--- config.mk ---
export PLATFORM = sky130hd
export DESIGN_NAME = seg_scan_ctrl
export DESIGN_NICKNAME = d
export VERILOG_FILES = /design/src/rtl/seg_scan_ctrl.sv
export SDC_FILE = /design/constraint.sdc
export NUM_CORES = 1
export LEC_CHECK = 0
export CORE_MARGIN = 2
export CORE_UTILIZATION = 40
export DETAILED_ROUTE_END_ITERATION = 8
export SLEW_MARGIN = 20
export SYNTH_ARGS = -nofsm -noshare
export SYNTH_HDL_FRONTEND = slang
export SYNTH_SLANG_ARGS = --single-unit
--- constraint.sdc ---
create_clock -name CLK -period 2.9 [get_ports CLK]
set_clock_uncertainty 0.2 [all_clocks]
set_input_delay 0.435 -clock CLK [delete_from_list [all_inputs] [get_ports CLK]]
set_output_delay 0.435 -clock CLK [all_outputs]
set_load 0.05 [all_outputs]
--- src/rtl/seg_scan_ctrl.sv ---
// Time-multiplexed scan controller for a common-anode 7-segment display.
// Optional leading-zero blanking is enabled by defining SEG_SCAN_LZB_EN.
//
// Load handshake (valid/ready): a transfer happens on a rising CLK edge where
// LOAD=1 and READY=1. VALUE must be stable while LOAD is high. READY stays low
// from the edge after a transfer until the frame boundary that commits the
// shadow frame, and is high again on the cycle after that commit edge.
// A LOAD while READY=0 is dropped, not queued.
module seg_scan_ctrl #(
    parameter int DIGITS = 4,
    parameter int DIV    = 50000,
    parameter int BLANK  = 16
) (
    input  logic                CLK,
    input  logic                RST,
    input  logic                EN,
    input  logic                LOAD,
    input  logic [4*DIGITS-1:0] VALUE,
    output logic                READY,
    output logic [3:0]          BCD,
    output logic [DIGITS-1:0]   AN,
    output logic                FRAME,
    output logic [1:0]          dbg_state
);

    localparam int IW   = $clog2(DIGITS);
    localparam int CMAX = (DIV > BLANK) ? DIV : BLANK;
    localparam int CW   = (CMAX > 1) ? $clog2(CMAX) : 1;

    typedef enum logic [1:0] {
        ST_IDLE  = 2'd0,
        ST_DRIVE = 2'd1,
        ST_BLANK = 2'd2
    } state_t;

    state_t              state_q, state_d;
    logic [IW-1:0]       idx_q, idx_d;
    logic [CW-1:0]       cnt_q, cnt_d;
    logic [4*DIGITS-1:0] active_q, active_d;
    logic [4*DIGITS-1:0] shadow_q, shadow_d;
    logic                pending_q, pending_d;
    logic [DIGITS-1:0]   an_q, an_d;
    logic [3:0]          bcd_q, bcd_d;
    logic                frame_q, frame_d;
    logic                commit;
    logic [DIGITS-1:0]   sup;
`ifdef SEG_SCAN_LZB_EN
    logic                lead_zero;
`endif

    always_comb begin
        state_d   = state_q;
        idx_d     = idx_q;
        cnt_d     = cnt_q;
        active_d  = active_q;
        shadow_d  = shadow_q;
        pending_d = pending_q;
        an_d      = '1;
        bcd_d     = bcd_q;
        frame_d   = 1'b0;
        commit    = 1'b0;
        sup       = '0;

        if (LOAD && !pending_q) begin
            shadow_d  = VALUE;
            pending_d = 1'b1;
        end

        if (!EN) begin
            state_d = ST_IDLE;
            idx_d   = '0;
            cnt_d   = '0;
        end else begin
            case (state_q)
                ST_IDLE: begin
                    state_d = ST_DRIVE;
                    idx_d   = '0;
                    cnt_d   = CW'(DIV - 1);
                    commit  = 1'b1;
                end
                ST_DRIVE: begin
                    if (cnt_q == '0) begin
                        state_d = ST_BLANK;
                        cnt_d   = CW'(BLANK - 1);
                    end else begin
                        cnt_d = cnt_q - CW'(1);
                    end
                end
                ST_BLANK: begin
                    if (cnt_q == '0) begin
                        state_d = ST_DRIVE;
                        cnt_d   = CW'(DIV - 1);
                        if (idx_q == IW'(DIGITS - 1)) begin
                            idx_d  = '0;
                            commit = 1'b1;
                        end else begin
                            idx_d = idx_q + IW'(1);
                        end
                    end else begin
                        cnt_d = cnt_q - CW'(1);
                    end
                end
                default: state_d = ST_IDLE;
            endcase
        end

        // A commit can never collide with an accepted load: loads need pending low.
        if (commit && pending_q) begin
            active_d  = shadow_q;
            pending_d = 1'b0;
        end
        frame_d = commit;

`ifdef SEG_SCAN_LZB_EN
        // Walk down from the top digit; digit 0 always stays visible.
        lead_zero = 1'b1;
        for (int k = DIGITS - 1; k >= 0; k--) begin
            lead_zero = lead_zero && (active_d[4*k +: 4] == 4'd0);
            sup[k]    = lead_zero && (k != 0);
        end
`endif

        if (state_d == ST_DRIVE) begin
            bcd_d = active_d[{idx_d, 2'b00} +: 4];
            if ((bcd_d <= 4'd9) && !sup[idx_d]) begin
                an_d = ~(DIGITS'(1) << idx_d);
            end
        end
    end

    always_ff @(posedge CLK or negedge RST) begin
        if (!RST) begin
            state_q   <= ST_IDLE;
            idx_q     <= '0;
            cnt_q     <= '0;
            active_q  <= '0;
            shadow_q  <= '0;
            pending_q <= 1'b0;
            an_q      <= '1;
            bcd_q     <= 4'd0;
            frame_q   <= 1'b0;
        end else begin
            state_q   <= state_d;
            idx_q     <= idx_d;
            cnt_q     <= cnt_d;
            active_q  <= active_d;
            shadow_q  <= shadow_d;
            pending_q <= pending_d;
            an_q      <= an_d;
            bcd_q     <= bcd_d;
            frame_q   <= frame_d;
        end
    end

    assign READY     = ~pending_q;
    assign BCD       = bcd_q;
    assign AN        = an_q;
    assign FRAME     = frame_q;
    assign dbg_state = state_q;

endmodule

== Yosys cells after proc, flatten, opt, wreduce, memory -nomap -nowiden ==
Cells that the tools add are included.

* Input port bits: 20
* Register bits after elaboration: 62
* Output and inout port bits: 12
* Word-level logic and storage cells: 53

* Magnitude comparators: 2
* Bitwise logic cells: 2
* Add/sub/neg operators: 2
* Multiplexer cells: 23
* Equal/unequal tests: 5
* Shift-type cells: 2
* Reductions and logical operators: 8

{| class="wikitable"
|+ Operator list
! cell !! number
|-
| 16-bit two-way mux || 4
|-
| 16-bit one-hot mux with 3 select lines || 1
|-
| 16-bit zero test || 1
|-
| 16-bit by 5-bit variable part select with 4-bit output || 1
|-
| 16-bit by 1-bit subtractor with 16-bit output, second input constant || 1
|-
| 2-bit two-way mux || 6
|-
| 4-bit two-way mux || 2
|-
| 1-bit two-way mux || 6
|-
| 2-bit one-hot mux with 3 select lines || 1
|-
| 2-bit by 1-bit == test with 1-bit output, second input constant || 2
|-
| 2-bit == test, second input constant || 2
|-
| 4-bit <= comparator, second input constant || 1
|-
| 4-bit by 1-bit inequality test with 1-bit output, second input constant || 1
|-
| 4-bit inverter || 1
|-
| 2-bit one-hot mux with 2 select lines || 1
|-
| 1-bit by 2-bit << shifter with 4-bit output, first input constant || 1
|-
| 1-bit logical AND || 3
|-
| 2-bit by 3-bit < comparator with 1-bit output, second input constant || 1
|-
| 2-bit by 1-bit adder with 2-bit output, second input constant || 1
|-
| 1-bit binary-select mux with 2-bit select || 1
|-
| 1-bit zero test || 2
|-
| 2-bit zero test || 1
|-
| 1-bit one-hot mux with 2 select lines || 1
|-
| 2-bit nonzero test || 1
|-
| 1-bit inverter || 1
|}

== Logic depth before layout (Yosys ltp) ==
Gate-level depths: netlist of the first run.

* Word-level depth: 12
* Depth in mapped cells: 11
* Mapped depth without buffers: 9

== Worst setup path after synthesis of the first run ==
No wires, ideal clock.

* Path kind: register to register
* From: register state_q[1] (netlist: dbg_state[1])
* To: register an_q[0] (netlist: AN[0])
* Library setup time: 0.102 ns
* Arrival: 2.734 ns
* Cell stages (with the launch flop): 10
* Period minus slack after synthesis: 3.036 ns
* Path slack: -0.136 ns
* Buffers on the path: 1
* Required time: 2.598 ns
* Cells stage by stage: dfrtp_1 -> ha_1 -> buf_2 -> nor4b_1 -> nand4_2 -> o21ai_4 -> mux2_2 -> o22a_1 -> o211ai_2 -> nand4_1

* Word-level cells in the longest chain between the ends: 10
* Elaborated cells between the ends (all ways): 24
* Those cells by class: 1 x order compare; 3 x eq/ne; 2 x shift; 13 x mux; 1 x bitwise; 4 x reduce/logical

{| class="wikitable"
|+ Ends and longest elaborated chain
! item !! RTL line !! text
|-
| from (decl) || 36 || <nowiki>state_t state_q, state_d;</nowiki>
|-
| from (signal assigned) || 143 || <nowiki>state_q <= state_d;</nowiki>
|-
| 2-bit == test / 2-bit zero test (equally long branches) || 74 || <nowiki>case (state_q)</nowiki>
|-
| 1-bit one-hot mux with 2 select lines * || 74 ||
|-
| 1-bit two-way mux * || 69 || <nowiki>if (!EN) begin</nowiki>
|-
| 1-bit logical AND * || 108 || <nowiki>if (commit && pending_q) begin</nowiki>
|-
| 16-bit two-way mux * || 108 ||
|-
| via active_d[3] || 39 || <nowiki>logic [4*DIGITS-1:0] active_q, active_d;</nowiki>
|-
| 16-bit by 5-bit variable part select with 4-bit output * || 124 || <nowiki>bcd_d = active_d[{idx_d, 2'b00} +: 4];</nowiki>
|-
| 4-bit <= comparator * || 125 || <nowiki>if ((bcd_d <= 4'd9) && !sup[idx_d]) begin</nowiki>
|-
| 1-bit logical AND * || 125 ||
|-
| 4-bit two-way mux * || 125 ||
|-
| 4-bit two-way mux * || 123 || <nowiki>if (state_d == ST_DRIVE) begin</nowiki>
|-
| via an_d[0] || 42 || <nowiki>logic [DIGITS-1:0] an_q, an_d;</nowiki>
|-
| to (signal assigned) || 149 || <nowiki>an_q <= an_d;</nowiki>
|-
| to (decl) || 42 ||
|}

Mark *: on every way through the listed nets, which the timed path passes. The rest lies on a longest branch. The select of a mux whose other input is x is not followed.
A chain may end at the register's enable or synchronous reset.

== Worst setup path after layout of the first run ==
* From: register cnt_q[0]
* To: register an_q[2] (netlist: AN[2])

* Word-level cells in the longest chain between the ends: 11
* Elaborated cells between the ends (all ways): 24
* Those cells by class: 1 x order compare; 1 x eq/ne; 2 x shift; 15 x mux; 1 x bitwise; 4 x reduce/logical

{| class="wikitable"
|+ Ends and longest elaborated chain
! item !! RTL line !! text
|-
| from (decl) || 38 || <nowiki>logic [CW-1:0] cnt_q, cnt_d;</nowiki>
|-
| from (signal assigned) || 145 || <nowiki>cnt_q <= cnt_d;</nowiki>
|-
| 16-bit zero test * || 82, 90 ||
|-
| 1-bit two-way mux || 90 || <nowiki>if (cnt_q == '0) begin</nowiki>
|-
| 1-bit one-hot mux with 2 select lines || 74 ||
|-
| 1-bit two-way mux || 69 ||
|-
| 1-bit logical AND || 108 ||
|-
| 16-bit two-way mux || 108 ||
|-
| 16-bit by 5-bit variable part select with 4-bit output || 124 ||
|-
| 4-bit <= comparator || 125 ||
|-
| 1-bit logical AND || 125 ||
|-
| 4-bit two-way mux || 125 ||
|-
| 4-bit two-way mux * || 123 ||
|-
| via an_d[2] || 42 ||
|}

Marks and branches as above.

==> run summary, run 1 <==
1st-iter DRT viols -> 86
Syn. warnings -> 0
DRT Wirelength -> 7.11 mm
Largest area contributor in the netlist -> dfrtp_1
Syn Inst Count -> 315
Worst Tran Pin Value -> 0.521 ns
Clock buffer depth -> 2
WL per Instance -> 15.1 um
H-tree depth -> 3
Crit path DAT -> 2.79 ns
Global-route wire length before repair -> 12.1 mm
Critical setup path kind -> flip-flop to flip-flop
Initial Util -> 41.5%
CTS root buf -> clkbuf_8
Crit path time final -> 2.73 ns
Seq/Total Area, Yosys -> 48.0%
Primary FF master, synth -> dfrtp_1
Post-Synthesis Net Count -> 341
Worst setup EP type -> flip-flop
Area Growth Syn to Fin -> 23.7%
Die Span Y -> 94.0 um
CTS tree -> yes
Core area -> 7810 um^2
First drt pass iteration count -> 5
Power Dens Cells -> 752 nW/um^2
Nets -> 389
Pre-CTS setup slack -> 0.0304 ns
Max Cap Viol -> 0
Residual DRC count -> 0
FF+latch count, synth -> 62
Placer Congestion -> 0.849
Peak VDD IR -> 0.641 mV
Post-synth top area share -> 44.8%
Clock net sink count -> 62
Status -> finished, final reports clean
Fin cells -> 470
Static leakage -> 1.67 nW
Global route overflow -> 0
DRT antenna net count -> 0
Pin count of the biggest net entering global routing -> 42
Number of fill cells in the layout -> 731
Design area -> 4010 um^2
Worst-Skew Late Latency -> 0.35 ns
Fin. Hold Viols -> 0
Diode count -> 0
Hold crit path type -> flip-flop to flip-flop
IO buf count -> 31
Slew Limit Fails -> 0
Required time worst endpoint -> 2.96 ns
Setup ws final -> 0.169 ns
Worst-path fanout max -> 10
Startpoint types -> flip-flop
Final worst-path cycle share -> 94.2%
Full die area -> 8840 um^2
DR vias/cell -> 5.50
Netlist Area Pre-Place -> 3240 um^2
Die width -> 94.0 um
Slew margin rel. -> 65.3%
Vias -> 2584
Placed Area -> 3780 um^2
Setup violators final -> 0
Synth top area cells -> dfrtp_1, mux2_2, nand2_1, dfstp_2, o21ai_0
Peak Freq -> 0.366 GHz
Power after layout -> 3.02 mW
Site Rows -> 32
CTS Buf Count -> 9
Avg Cell Area, Syn -> 10.3 um^2
Ys async rst share -> 100%
I/O pin count -> 32
Overall Global Routing Usage -> 17.7%
CTS clock-pin slew for the worst setup and hold paths -> 0.08 ns
Post-Place Cells -> 451
Vias in the first global route -> 2474
Antenna violations before repair -> 0
Synth cell types -> 65
Post-DP HPWL -> 5.15 mm
Share of cells above drive strength 1 -> 24.7%
Number of enable flip-flop cells after synthesis -> 0
where the power goes:
part	internal [mW]	total, mW	switching [mW]
logic	0.465	0.991	0.526
clock network	0.321	0.713	0.392
registers	1.14	1.31	0.166
total	1.93	3.02	1.08
cell usage after synthesis, types with 3 or more instances:
cell type / n
or2_2: 7
inv_1: 10
dfstp_2: 4
nor2_1: 16
nand2_1: 30
o21a_1: 3
buf_2: 3
o41ai_1: 3
dfrtp_1: 58
nand3_1: 16
nor3_1: 7
nor2b_1: 3
nand4_1: 4
a21oi_1: 17
or3_1: 3
o221ai_1: 4
mux2i_1: 4
ha_1: 6
clkbuf_1: 12
a31oi_1: 3
a22oi_1: 3
mux2_2: 24
o21ai_0: 21
logic make-up after synthesis:
| family | Yosys count | synth area share (%) |
|---|---|---|
| buffers and inverters | 27 | 3.36 |
| DFF | 62 | 48.0 |
| xor gates and xnor gates | 4 | 1.08 |
| muxes | 30 | 10.3 |
| and+or+nand+nor | 107 | 18.3 |
| adders and majority gates | 6 | 2.32 |
| AOI/OAI and AO/OA | 79 | 16.7 |
path summary, 6_finish.rpt:
check | depth (start not counted) | to | start | slack (ns)
max | 10 | AN[2] | cnt_q[0] | 0.17
min | 2 | active_q[1] | active_q[1] | 0.30
max reg2reg | 10 | AN[2] | cnt_q[0] | 0.17
min reg2reg | 2 | active_q[1] | active_q[1] | 0.30
max in group asynchronous | 3 | AN[1] | RST | 1.44
min in group asynchronous | 2 | shadow_q[13] | RST | 0.41
flip-flops by register name (all words and copies together) (netlist names):
signal     cells
FRAME          1
pending_q      1
dbg_state      2
idx_q          2
active_q      16
AN             4
cnt_q         16
BCD            4
shadow_q      16
layout make-up:
cell class | instances | area, um^2 | area share [%]
Inverter | 10 | 37.5 | 0.936
Timing Repair Buffer | 54 | 518 | 12.9
Tap cell | 102 | 128 | 3.18
Sequential cell | 62 | 1560 | 38.9
Clock inverter | 7 | 57.6 | 1.43
Clock buffer | 9 | 124 | 3.09
Multi-Input combinational cell | 226 | 1590 | 39.6
timing repair:
| item | 4_1_cts | 5_1_grt |
|---|---|---|
| hold buffers | 1 | 0 |
| setup buffers | 0 | 2 |
| setup endpoints to repair | 0 | 8 |
| endpoints found under the hold margin | 21 | 0 |
| gates resized for setup | 0 | 2 |
worst max-delay path, cell delays in order, from the launching register on:
cell and delay (ns):
dfrtp_1 0.41, inv_1 0.07, ha_1 0.20, nor4b_4 0.33, nand4_2 0.19, o21ai_4 0.21
buf_12 0.15, mux2i_1 0.24, o2111ai_1 0.22, o211ai_2 0.28, nand4_1 0.13
metal layers:
metal  share of wire (%)  GRT usage, %
met1                  45          23.1
met3                 3.6          4.09
met5                   0             0
met2                  49          28.4
met4                 1.7          7.00
per-stage QoR:
stage / hold slack (ns) / util (%) / setup TNS, ns
after CTS: 0.300 / 50.9 / 0
after detailed placement: 0.245 / 48.4 / 0
after floorplan: -0.0606 / - / 0
final: 0.295 / 51.4 / 0
after global routing: 0.322 / 51.4 / -0.00827
after global placement: 0.241 / 48.4 / 0
placed cells by master (no fill, tap or decap), types with 9 or more instances in the layout:
| cell type | n |
|---|---|
| nand2_1 | 30 |
| o21ai_0 | 21 |
| nand3_1 | 16 |
| nor2_1 | 16 |
| mux2_2 | 24 |
| a21oi_1 | 17 |
| dfrtp_1 | 56 |
| clkbuf_8 | 9 |
| buf_4 | 19 |
| clkdlybuf4s50_1 | 30 |
| inv_1 | 10 |
No activity file was read; power rests on OpenSTA's default activity.
==> inputs of run 2 (changes only) <==
- SETUP_SLACK_MARGIN: not set -> 0.02
==> run 2 against run 1 <==
  * Final cell count is 1.1% higher
  * Flip-flop and latch count unchanged
  * Utilization up 1.5 points
  * Design area increased by 2.9%
  * Total power grew 11%
  * Critical endpoint is now BCD[0]
==> run summary, run 2 (synthesized netlist as in run 1, its figures left out) <==
Core area -> 7810 um^2 (unchanged)
WL per Instance -> 15.7 um (was 15.1 um)
Antenna violations before repair -> 0 (unchanged)
Die width -> 94.0 um (unchanged)
Most frequent cells in the layout -> dfrtp_1, nand2_1, clkdlybuf4s50_1 (unchanged)
Biggest regs -> active_q (16), cnt_q (16), shadow_q (16) (unchanged)
Placer Congestion -> 0.810 (was 0.849)
Max Cap Viol -> 0 (unchanged)
H-tree depth -> 3 (unchanged)
1st-iter DRT viols -> 171 (was 86)
Slew Limit Fails -> 0 (unchanged)
Vias -> 2603 (was 2584)
DRT Wirelength -> 7.44 mm (was 7.11 mm)
Initial Util -> 41.5% (unchanged)
Share of cells above drive strength 1 -> 26.5% (was 24.7%)
Worst Tran Pin Value -> 0.541 ns (was 0.521 ns)
Clock net sink count -> 62 (unchanged)
Diode count -> 0 (unchanged)
Overall Global Routing Usage -> 18.5% (was 17.7%)
Full die area -> 8840 um^2 (unchanged)
Worst-path fanout max -> 5 (was 10)
Static leakage -> 1.75 nW (was 1.67 nW)
First drt pass iteration count -> 5 (unchanged)
Power Dens Cells -> 814 nW/um^2 (was 752 nW/um^2)
Number of fill cells in the layout -> 690 (was 731)
Residual DRC count -> 0 (unchanged)
Commonest non-fill, non-tap cell in the layout -> dfrtp_1 (unchanged)
Global-route wire length before repair -> 12.7 mm (was 12.1 mm)
Crit path DAT -> 2.72 ns (was 2.79 ns)
Pin count of the biggest net entering global routing -> 30 (was 42)
CTS Buf Count -> 9 (unchanged)
Global route overflow -> 0 (unchanged)
DR vias/cell -> 5.48 (was 5.50)
Clock buffer depth -> 2 (unchanged)
Required time worst endpoint -> 2.94 ns (was 2.96 ns)
CTS clock-pin slew for the worst setup and hold paths -> 0.08 ns (about the same)
Area Growth Syn to Fin -> 27.3% (was 23.7%)
R2r setup slk -> 0.23 ns (was 0.17 ns)
Peak Freq -> 0.374 GHz (was 0.366 GHz)
Die Span Y -> 94.0 um (unchanged)
CTS tree -> yes (unchanged)
Final hold slack -> 0.267 ns (was 0.295 ns)
DRT antenna net count -> 0 (unchanged)
Site Rows -> 32 (unchanged)
Post-DP HPWL -> 5.21 mm (was 5.15 mm)
Worst setup EP type -> flip-flop (unchanged)
Crit path time final -> 2.67 ns (was 2.73 ns)
Peak VDD IR -> 0.669 mV (was 0.641 mV)
Vias in the first global route -> 2537 (was 2474)
Power after layout -> 3.36 mW (was 3.02 mW)
Slew margin rel. -> 63.8% (was 65.3%)
Fin. Hold Viols -> 0 (unchanged)
Nets -> 394 (was 389)
Hold crit path type -> primary input to async pin (was flip-flop to flip-flop)
Critical setup path kind -> flip-flop to flip-flop (unchanged)
Setup violators final -> 0 (unchanged)
Final worst-path cycle share -> 92.2% (was 94.2%)
Startpoint types -> flip-flop (unchanged)
IO buf count -> 31 (unchanged)
Worst-Skew Late Latency -> 0.35 ns (about the same)
Status -> finished, final reports clean (unchanged)
I/O pin count -> 32 (unchanged)
CTS root buf -> clkbuf_8 (unchanged)
run 2: metal layers:
metal	track usage, %	wire length (um)	vias up
met5	0	0	-
met4	7.97	106	0
met3	3.69	299	8
met2	26.1	3220	59
met1	27.5	3810	1267
li1	-	-	1269
run 2: path summary, 6_finish.rpt:
| check | from | endpoint | cells after the start |
|---|---|---|---|
| min in group CLK | active_q[1] | active_q[1] | 2 |
| setup / recovery | cnt_q[0] | BCD[0] | 10 |
| hold reg to reg | active_q[1] | active_q[1] | 2 |
| max in group asynchronous | RST | dbg_state[0] | 3 |
| hold / removal | RST | BCD[2] | 2 |
| setup reg to reg | cnt_q[0] | BCD[0] | 10 |
run 2: timing repair:
item	in CTS	in global routing
setup endpoints to repair	0	7
resized for setup	0	9
hold buffers	1	0
endpoints found under the hold margin	8	0
setup buffers	0	4
run 2: cell type report:
cell class,count,area (um^2),area share (%)
well taps,102,128,3.09
clock inverters,7,143,3.46
repair buffers,59,526,12.7
inverters,10,37.5,0.909
flip-flops and latches,62,1560,37.8
multi-input cells,226,1610,39.0
clock buffers,9,124,3.00
run 2: report_power, final:
group          total, mW  switching (mW)  leakage (nW)  internal (mW)
logic               1.01           0.532         0.859          0.478
registers           1.31           0.170         0.757           1.14
clock network       1.03           0.371         0.134          0.662
total               3.36            1.07          1.75           2.29
run 2: through the flow:
stage	setup WS, ns	instances	setup TNS [ns]	instance area, um^2	util, %
after detailed placement	0.0445	454	0	3780	48.5
after floorplan	0.120	315	0	3250	-
after global placement	0.153	454	0	3780	48.5
final	0.225	475	0	4130	52.9
after CTS	0.0740	471	0	4060	52.0
after global routing	-0.00127	475	-0.00127	4130	52.9
run 2: critical path, stage by stage, from the launching register on:
cell and delay, ns:
dfrtp_1 0.39, inv_1 0.11, ha_4 0.16, nor4b_4 0.29
nand4_2 0.20, o21ai_4 0.28, buf_6 0.17, mux2_2 0.34
a32oi_1 0.19, a21oi_1 0.09, a21o_1 0.16
==> inputs of run 3 (changes only) <==
- PLACE_DENSITY: not set -> 0.68
- SLEW_MARGIN: 20 -> not set
==> run 3 against run 2 <==
  * Register-to-register slack lost 0.06 ns
  * Global-route usage shrank 1.5 points
  * First-iteration DRC count grew 22%
  * Non-clock buffer count shrank 5
  * Worst hold slack gained 0.018 ns
  * Fmax shrank 2.3%
  * Design area shrank 2.1%
  * Combinational power is essentially flat
  * Critical endpoint unchanged
  * Highest routed layer unchanged
==> run summary, run 3 (synthesized netlist as in run 1, its figures left out) <==
Status -> finished, final reports clean (unchanged)
Critical setup path kind -> flip-flop to flip-flop (unchanged)
Share of cells above drive strength 1 -> 25.8% (was 26.5%)
Clock buffer depth -> 2 (unchanged)
Pin count of the biggest net entering global routing -> 26 (was 30)
Biggest regs -> active_q (16), cnt_q (16), shadow_q (16) (unchanged)
I/O pin count -> 32 (unchanged)
Crit path time final -> 2.74 ns (was 2.67 ns)
Worst setup EP type -> flip-flop (unchanged)
Post-DP HPWL -> 4.97 mm (was 5.21 mm)
Power Dens Cells -> 766 nW/um^2 (was 814 nW/um^2)
Area Growth Syn to Fin -> 24.7% (was 27.3%)
DRT Wirelength -> 7.21 mm (was 7.44 mm)
Sw Share -> 34.3% (was 31.9%)
Most frequent cells in the layout -> dfrtp_1, nand2_1, clkdlybuf4s50_1 (unchanged)
Clk network pwr share -> 25.5% (was 30.8%)
Vias -> 2604 (was 2603)
IO buf count -> 31 (unchanged)
DRT antenna net count -> 0 (unchanged)
Core area -> 7810 um^2 (unchanged)
Die Span Y -> 94.0 um (unchanged)
Final worst-path cycle share -> 94.4% (was 92.2%)
CTS tree -> yes (unchanged)
Setup TNS Final -> 0 ns (unchanged)
Nets -> 389 (was 394)
Required time worst endpoint -> 2.94 ns (about the same)
Fin. Hold Viols -> 0 (unchanged)
Sequential power share -> 42.7% (was 39.1%)
Hold crit path type -> flip-flop to flip-flop (was primary input to async pin)
Final hold slack -> 0.284 ns (was 0.267 ns)
Max Cap Viol -> 0 (unchanged)
RSZ-0062 raised after global routing -> false
H-tree depth -> 3 (unchanged)
Worst-path fanout max -> 5 (unchanged)
Commonest non-fill, non-tap cell in the layout -> dfrtp_1 (unchanged)
Die width -> 94.0 um (unchanged)
Full die area -> 8840 um^2 (unchanged)
Register area -> 1560 um^2 (unchanged)
Peak Freq -> 0.365 GHz (was 0.374 GHz)
DR vias/cell -> 5.54 (was 5.48)
Number of fill cells in the layout -> 674 (was 690)
Worst-Skew Late Latency -> 0.35 ns (about the same)
Diode count -> 0 (unchanged)
Placer Congestion -> 0.837 (was 0.810)
Global route overflow -> 0 (unchanged)
Global-route wire length before repair -> 11.6 mm (was 12.7 mm)
Met2 WL -> 3.13 mm (was 3.22 mm)
Combinational Power Share -> 31.8% (was 30.1%)
Worst Tran Pin Value -> 0.568 ns (was 0.541 ns)
1st-iter DRT viols -> 208 (was 171)
WL per Instance -> 15.3 um (was 15.7 um)
Setup violators final -> 0 (unchanged)
Slew Limit Fails -> 0 (unchanged)
Residual DRC count -> 0 (unchanged)
First drt pass iteration count -> 5 (unchanged)
Peak VDD IR -> 0.449 mV (was 0.669 mV)
Met3 wire length -> 331 um (was 299 um)
Vias in the first global route -> 2350 (was 2537)
Crit path DAT -> 2.78 ns (was 2.72 ns)
Top layer in use -> met4 (unchanged)
Internal power -> 2.04 mW (was 2.29 mW)
Startpoint types -> flip-flop (unchanged)
Slew margin rel. -> 62.1% (was 63.8%)
Initial Util -> 41.5% (unchanged)
Antenna violations before repair -> 0 (unchanged)
CTS root buf -> clkbuf_8 (unchanged)
P_sw -> 1.06 mW (was 1.07 mW)
Site Rows -> 32 (unchanged)
CTS clock-pin slew for the worst setup and hold paths -> 0.07 ns (was 0.08 ns)
Multi-input logic area -> 1610 um^2 (about the same)
Static leakage -> 1.68 nW (was 1.75 nW)
Clock net sink count -> 62 (unchanged)
Post-Route M1 WL -> 3.59 mm (was 3.81 mm)
Overall Global Routing Usage -> 17.0% (was 18.5%)
CTS Buf Count -> 9 (unchanged)
run 3: cell types whose count changed in the layout (fill, tap and decap cells not counted):
| cell | previous run | this run |
|---|---|---|
| buf_6 | 2 | 1 |
| ha_2 | 0 | 2 |
| clkinv_2 | 1 | 0 |
| inv_6 | 2 | 0 |
| ha_4 | 1 | 0 |
| bufinv_16 | 4 | 1 |
| clkinvlp_4 | 0 | 2 |
| buf_12 | 0 | 1 |
| buf_4 | 25 | 20 |
| nor4_4 | 1 | 2 |
| nor4_2 | 1 | 0 |
| ha_1 | 5 | 4 |
| clkinv_4 | 0 | 3 |
| clkbuf_8 | 9 | 10 |
run 3: power groups by stage:
stage / combinational [mW] / clock [mW] / sequential [mW]
3_5_place_dp: 0.956 / 0 / 1.33
6_report: 0.985 / 0.789 / 1.32
5_1_grt: 1.07 / 0.844 / 1.36
3_3_place_gp: 0.927 / 0 / 1.33
4_1_cts: 0.961 / 0.806 / 1.32
2_1_floorplan: 0.607 / 0 / 1.40
run 3: path summary, 6_finish.rpt:
check                      cells after the start  slack [ns]          end   startpoint
setup / recovery                              10        0.16       BCD[0]     cnt_q[0]
hold / removal                                 2        0.28  active_q[1]  active_q[1]
setup reg to reg                              10        0.16       BCD[0]     cnt_q[0]
hold reg to reg                                2        0.28  active_q[1]  active_q[1]
max in group asynchronous                      3        1.29        AN[2]          RST
min in group asynchronous                      2        0.42    cnt_q[10]          RST
run 3: metal layers:
layer | track usage (%) | vias to the layer above
met5 | 0 | -
met4 | 9.06 | 0
met2 | 23.3 | 70
met3 | 3.13 | 13
li1 | - | 1251
met1 | 25.4 | 1270
run 3: timing repair:
| item | CTS | global route |
|---|---|---|
| buffers inserted | 0 | 5 |
| endpoints found under the setup margin | 0 | 7 |
| hold buffers | 1 | 0 |
| endpoints found under the hold margin | 23 | 0 |
| resized for setup | 0 | 9 |
run 3: cell type report:
| cell class | instances | area share [%] |
|---|---|---|
| flip-flops and latches | 62 | 38.6 |
| multi-input cells | 226 | 39.9 |
| well taps | 102 | 3.16 |
| inverters | 10 | 0.929 |
| repair buffers | 54 | 12.3 |
| clock inverters | 6 | 1.76 |
| clock buffers | 10 | 3.40 |
run 3: metrics by stage:
stage          utilization (%)  area, um^2  setup slack [ns]  instances  total power [mW]
2_1_floorplan                -        3250             0.120        315              2.00
3_3_place_gp              47.9        3740             0.157        448              2.26
3_5_place_dp              47.9        3740            0.0680        448              2.29
4_1_cts                   50.7        3960             0.104        465              3.09
5_1_grt                   51.8        4040            0.0140        470              3.28
6_report                  51.8        4040             0.161        470              3.10
run 3: critical path: stages (launching register included):
cell     delay, ns
dfrtp_1       0.41
inv_1         0.08
ha_2          0.20
nor4b_4       0.27
nand4_2       0.21
o21ai_4       0.33
buf_6         0.17
mux2_2        0.34
a32oi_1       0.20
a21oi_1       0.09
a21o_1        0.16
